**src/rtl/cpu_pipe_pkg.sv**
```systemverilog
// Shared pipeline definitions: hazard-unit stall bit indices, bubble payload
// and the skid-stage state encoding.
package cpu_pipe_pkg;

  localparam int STALL_BIT_IF  = 0;
  localparam int STALL_BIT_ID  = 1;
  localparam int STALL_BIT_EX  = 2;
  localparam int STALL_BIT_MEM = 3;
  localparam int STALL_BIT_WB  = 4;

  localparam int OP_W     = 6;
  localparam int STATUS_W = 1;
  localparam int ADDR_W   = 32;
  localparam int DATA_W   = 32;
  localparam int REG_W    = 5;
  localparam int PAYLOAD_W_DFLT = OP_W + STATUS_W + ADDR_W + DATA_W + REG_W;

  // Register address 0 doubles as "no destination register".
  localparam logic [REG_W-1:0] NOP_REG_ADDR = 5'd0;

  localparam logic [PAYLOAD_W_DFLT-1:0] NOP_PAYLOAD_DFLT =
    {6'd0, 1'b0, 32'd0, 32'd0, NOP_REG_ADDR};

  typedef enum logic [1:0] {
    EMPTY = 2'd0,
    ONE   = 2'd1,
    TWO   = 2'd2
  } skid_state_e;

endpackage

```
**src/rtl/pipe_skid_stage.sv**
```systemverilog
// Pipeline register stage with optional two-entry skid buffer, hazard-unit
// stall and flush. Outputs come straight from registers.
module pipe_skid_stage
  import cpu_pipe_pkg::*;
#(
  parameter int PAYLOAD_W = PAYLOAD_W_DFLT,
  parameter int STALL_W   = 6,
  parameter int STALL_BIT = STALL_BIT_MEM,
  parameter int SKID_EN   = 1,
  parameter logic [PAYLOAD_W-1:0] NOP_PAYLOAD = PAYLOAD_W'(NOP_PAYLOAD_DFLT)
) (
  input  logic                 clk,
  input  logic                 rst,
  input  logic [STALL_W-1:0]   stall_in,
  input  logic                 flush,
  input  logic                 in_valid,
  output logic                 in_ready,
  input  logic [PAYLOAD_W-1:0] in_payload,
  output logic                 out_valid,
  input  logic                 out_ready,
  output logic [PAYLOAD_W-1:0] out_payload,
  output logic [1:0]           occupancy
);

  skid_state_e          state_r;
  logic [PAYLOAD_W-1:0] main_r;
  logic [PAYLOAD_W-1:0] skid_r;
  logic                 out_valid_r;
  logic [1:0]           occupancy_r;

  logic stall_s;
  logic in_ready_s;
  logic accept_s;
  logic emit_s;
  logic stall_unused_s;

  assign stall_s        = stall_in[STALL_BIT];
  assign stall_unused_s = ^stall_in;

  // Upstream ready: the skid variant ignores out_ready so the path stays short.
  always_comb begin
    in_ready_s = 1'b0;
    if (rst || stall_s) begin
      in_ready_s = 1'b0;
    end else if (SKID_EN != 0) begin
      in_ready_s = (state_r != TWO);
    end else begin
      in_ready_s = !out_valid_r || out_ready;
    end
  end

  assign accept_s = in_valid && in_ready_s;
  assign emit_s   = out_valid_r && out_ready && !stall_s;

  // Stage FSM; flush clears everything, including an entry accepted this cycle.
  always_ff @(posedge clk) begin
    if (rst || flush) begin
      state_r     <= EMPTY;
      main_r      <= NOP_PAYLOAD;
      skid_r      <= NOP_PAYLOAD;
      out_valid_r <= 1'b0;
      occupancy_r <= 2'd0;
    end else begin
      case (state_r)
        EMPTY: begin
          if (accept_s) begin
            state_r     <= ONE;
            main_r      <= in_payload;
            out_valid_r <= 1'b1;
            occupancy_r <= 2'd1;
          end
        end
        ONE: begin
          if (accept_s && emit_s) begin
            main_r <= in_payload;
          end else if (accept_s && (SKID_EN != 0)) begin
            state_r     <= TWO;
            skid_r      <= in_payload;
            occupancy_r <= 2'd2;
          end else if (emit_s) begin
            state_r     <= EMPTY;
            main_r      <= NOP_PAYLOAD;
            out_valid_r <= 1'b0;
            occupancy_r <= 2'd0;
          end
        end
        TWO: begin
          if (emit_s) begin
            state_r     <= ONE;
            main_r      <= skid_r;
            skid_r      <= NOP_PAYLOAD;
            occupancy_r <= 2'd1;
          end
        end
        default: begin
          state_r     <= EMPTY;
          main_r      <= NOP_PAYLOAD;
          skid_r      <= NOP_PAYLOAD;
          out_valid_r <= 1'b0;
          occupancy_r <= 2'd0;
        end
      endcase
    end
  end

  assign in_ready    = in_ready_s;
  assign out_valid   = out_valid_r;
  assign out_payload = main_r;
  assign occupancy   = occupancy_r;

endmodule
```
**config.mk**
```make
export PLATFORM = sky130hd
export DESIGN_NAME = pipe_skid_stage
export DESIGN_NICKNAME = d
export VERILOG_FILES = /design/src/rtl/cpu_pipe_pkg.sv /design/src/rtl/pipe_skid_stage.sv
export SDC_FILE = /design/constraint.sdc
export NUM_CORES = 1
export LEC_CHECK = 0
export CAP_MARGIN = 20
export CORE_MARGIN = 1
export CORE_UTILIZATION = 44
export CTS_CLUSTER_SIZE = 30
export DETAILED_ROUTE_END_ITERATION = 10
export PLACE_DENSITY = 0.77
export SLEW_MARGIN = 20
export SYNTH_ARGS = -nofsm -noshare
export SYNTH_HDL_FRONTEND = slang
export SYNTH_SLANG_ARGS = --single-unit
```
**constraint.sdc**
```tcl
create_clock -name clk -period 1.7 [get_ports clk]
set_input_delay 0.34 -clock clk [delete_from_list [all_inputs] [get_ports clk]]
set_output_delay 0.34 -clock clk [all_outputs]
set_load 0.02 [all_outputs]
```
# == After elaboration in Yosys (flattened, before gate mapping) ==
# Cells that the tools add are included.
# totals
regBits,155
# classes
bitwise_logic,2
n_eq_ne,12
n_mux,20
n_reduce_logical,12
# ops
operator,n
$mux 76,6
$pmux 76 s3,2
$ne 2x2->1 const B,7
$reduce_and 4->1,3
$mux 2,5
$ne 3x3->1 const B,3
$pmux 2 s3,1
$mux 1,5
$reduce_and 5->1,1
$logic_and 1x1->1,4
$pmux 1 s3,1
$eq 2x1->1 const B,1
$eq 2x2->1 const B,1
$logic_not 2->1,1
$logic_or 1x1->1,2
$not 1->1,2
$logic_not 1->1,1

# == Depth between registers and ports, before layout ==
# logic_depth
depth_word,6
depth_mapped,7
ltp_nobuf,4

# == Least setup slack after synthesis ==
# OpenSTA, ideal clock, no wires.
# synth_timing
kind,reg2reg
from,register out_valid_r (netlist: out_valid)
to,register main_r[23] (netlist: out_payload[23])
period_less_slack_ns,1.771
path_stages_with_launch,7
arrival_time_ns,1.643
n_path_buf,2
t_required_ns,1.572
setup_time_ns,0.128
path_slack_ns,-0.071
path_cell_list,dfxtp_1 > and3b_1 > buf_4 > buf_6 > mux2_2 > a222oi_1 > nor2_1
# synth_via
elab_chain_len,5
word_cells_on_any_way,9
classes_between,eq/ne (3); mux (2); reduce/logical (4)
# synth_rtl
item,line,text
start: declaration,pipe_skid_stage.sv:28,logic out_valid_r;
start signal: assignment,pipe_skid_stage.sv:61,out_valid_r <= 1'b0;
start signal: assignment,pipe_skid_stage.sv:69,out_valid_r <= 1'b1;
start signal: assignment,pipe_skid_stage.sv:83,out_valid_r <= 1'b0;
$logic_and 1x1->1 (*) (2 in a row),pipe_skid_stage.sv:53,assign emit_s = out_valid_r && out_ready && !stall_s;
$logic_and 1x1->1,pipe_skid_stage.sv:74,if (accept_s && emit_s) begin
$ne 3x3->1 (no line) or $mux 76 (tied branches),n/a,
$reduce_and 4->1 (no line) or $pmux 76 s3 (tied branches),n/a,
end signal: assignment,pipe_skid_stage.sv:68,main_r <= in_payload;
end signal: assignment,pipe_skid_stage.sv:75,main_r <= in_payload;
end signal: assignment,pipe_skid_stage.sv:90,main_r <= skid_r;
end: declaration,pipe_skid_stage.sv:26,logic [PAYLOAD_W-1:0] main_r;
# Mark *: on every way between the ends. The rest lies on a longest branch, timed or not.
# A chain may end at the register's enable or synchronous reset.

# == Final worst setup path ==
# layout_timing
from,register out_valid_r (netlist: out_valid)
to,register main_r[38] (netlist: out_payload[38])
# The elaborated chain is that of the path after synthesis.

==> results.sh <==
export IMPL_status="complete, but fails checks"
export IMPL_violations="setup timing"
export IMPL_power_density_nw_per_um2=895.5
export IMPL_diodes=0
export IMPL_finalWorstSetupSlack_ns=-0.1064
export IMPL_finalSetupViolations=106
export IMPL_grt_pass1_wl_mm=29.10
export IMPL_clk_latency_ns=0.43
export IMPL_synth_nets=634
export IMPL_final_hold_viol_count=0
export IMPL_seq_area_frac_synth_pct=49.65
export IMPL_core_area_um2=13880
export IMPL_slew_violations=0
export IMPL_fin_nets=819
export IMPL_htree_levels=4
export IMPL_maxSlewHeadroom_pct=64.37
export IMPL_clkTransAtPathRegs_ns=0.06
export IMPL_path_class="flop to flop"
export IMPL_final_cell_mix="152 x dfxtp_1, 80 x dlygate4sd2_1, 77 x clkdlybuf4s50_1"
export IMPL_finalClockSkew_ns=0.01024
export IMPL_grt_pass1_vias=5542
export IMPL_hp_start="skid_r[71]"
export IMPL_min_path_type="flop to flop"
export IMPL_fin_cells=924
export IMPL_cp_arrival_ns=2.11
export IMPL_crit_start="out_valid"
export IMPL_drtIter0Drc=869
export IMPL_worst_setup_path_end_kind="flop"
export IMPL_cts_tree="done"
export IMPL_dieArea_um2=14680
export IMPL_worstPathRequired_ns=2.00
export IMPL_yosysUniqueCellTypes=30
export IMPL_cts_buffers=17
export IMPL_io_buffer_count=161
export IMPL_hold_end="skid_r[71]"
export IMPL_wire_per_inst_um=22.27
export IMPL_rrSetupSlack_ns=-0.11
export IMPL_vias=5739
export IMPL_fin_crit_ns=1.806
export IMPL_drc=0
export IMPL_drive_gt1_share_pct=25.40
export IMPL_yosys_top_cells_area="dfxtp_1 50%, mux2_2 14%, a222oi_1 12%"
export IMPL_die_h_um=121.2
export IMPL_worst_ir_drop_vdd_uv=851.8
export IMPL_track_usage_pct=25.72
export IMPL_synth_cells=547
export IMPL_synth_warnings=0
export IMPL_crit_fanout=8
export IMPL_avgSynthCellArea_um2=11.43
export IMPL_rsz0062_at_grt="yes"
export IMPL_grt_max_degree=77
export IMPL_synth_edff_count=0
export IMPL_rows=43
export IMPL_synth_top_area_cell="dfxtp_1"
export IMPL_hold_buffers=0
export IMPL_r2r_start="out_valid"
export IMPL_die_w_um=121.2
export IMPL_post_dp_hpwl_mm=10.87
export IMPL_fin_crit_sh_pct=106.3
export IMPL_cts_sinks=155
export IMPL_ant_nets=0
export IMPL_ctsRootBufferMaster="clkbuf_16"
export IMPL_hold_slack_ns=0.4800
export IMPL_mostFrequentLayoutCell="dfxtp_1"
export IMPL_netlist_area_leader_share_pct=49.65
export IMPL_routed_wl_mm=20.58
export IMPL_drtPass1Iterations=9
export IMPL_area_delta_synth_final_pct=51.71
export IMPL_startpoint_type="flop"
export IMPL_avgViaCountPerCell=6.211
export IMPL_place_congestion=0.8292
export IMPL_tightestPinTransition_ns=0.5345
export IMPL_hold_depth=1
export IMPL_antenna_found_initial=0
export IMPL_ys_flop_type="dfxtp_1"
export IMPL_async_flop_share_pct=0
export IMPL_start_util_pct=45.02
export IMPL_grt_overflow=0
export IMPL_rr_worst_depth=6
export IMPL_dp_cells=861
export IMPL_pin_count=167
export IMPL_synthesis_area_um2=6250
export IMPL_cap_violations=0
export IMPL_leakage_nw=3.996
export IMPL_fmax_mhz=553.6
export IMPL_ys_seq_elements=155
export IMPL_reg2reg_to="out_payload[38]"
export IMPL_clock_path_buffers=2
-- cell usage after synthesis, drive strengths merged (2+ instances only) --
cell,count
a21oi,5
a222oi,75
a22o,76
buf,38
clkbuf,23
dfxtp,155
mux2,76
nor2,76
nor2b,2
nor3,3
nor4b,2
o32ai,2
-- report_power, final --
group | switching (mW) | total, mW | internal (mW)
Combinational | 0.316 | 0.691 | 0.375
Sequential | 0.0234 | 3.68 | 3.66
Clock | 1.53 | 4.12 | 2.59
Total | 1.87 | 8.49 | 6.62
-- registers in the layout (all words and copies together), names as in the netlist --
register,cells
occupancy,2
out_payload,76
out_valid,1
skid_r,76
-- metrics by stage --
stage          total power [mW]  setup WS [ns]  util (%)  cell area [um2]  setup TNS, ns
5_1_grt                   8.717        -0.1455     68.31             9482         -12.54
6_report                  8.491        -0.1064     68.31             9482         -6.060
2_1_floorplan             4.020       0.003171         -             6271              0
3_5_place_dp              4.401        -0.5783     59.09             8202         -77.50
3_3_place_gp              4.384        -0.5023     59.09             8202         -70.62
4_1_cts                   8.493       -0.06168     65.26             9059         -1.401
-- cells by family after synthesis --
family | synth area share (%)
compound gates | 24.20
buf+inv | 5.846
flops | 49.65
mux | 13.69
simple gates | 6.607
-- how the worst max path moves through the flow --
stage,slack (ns),to,cells after the start
2_1_floorplan,0.003,skid_r[35],6
3_3_place_gp,-0.50,out_payload[40],7
3_5_place_dp,-0.58,out_payload[3],7
4_1_cts,-0.06,out_payload[31],5
5_1_grt,-0.15,out_payload[44],6
6_report,-0.11,out_payload[38],6
-- final cells by class --
cell class	instances	area [um2]
clock buffers	19	432.9
clock inverters	12	197.7
fillers	1015	4399
multi-input cells	331	2945
flip-flops and latches	155	3109
well taps	180	225.2
repair buffers	227	2571
-- critical path, cell delays in order (launching register included) --
cell and delay [ns]:
dfxtp_2 0.34, and3b_2 0.31, buf_4 0.18, buf_16 0.12
mux2_2 0.34, a222oi_1 0.32, nor2_1 0.08
-- metal layers --
layer  share of wire [%]  wire length (um)  GRT usage (%)
met5                   0                 0              0
met4                 1.8               376          10.65
met2                  50             10190          43.11
met3                 6.9              1417          5.780
met1                  42              8588          31.72
-- timing repair --
item / 4_1_cts / 5_1_grt
endpoints found under the setup margin: 231 / 152
resized for setup: 102 / 45
gates cloned: 6 / 12
pin swaps: 11 / 27
setup buffers: 9 / 7
No activity file was read; power rests on OpenSTA's default activity.
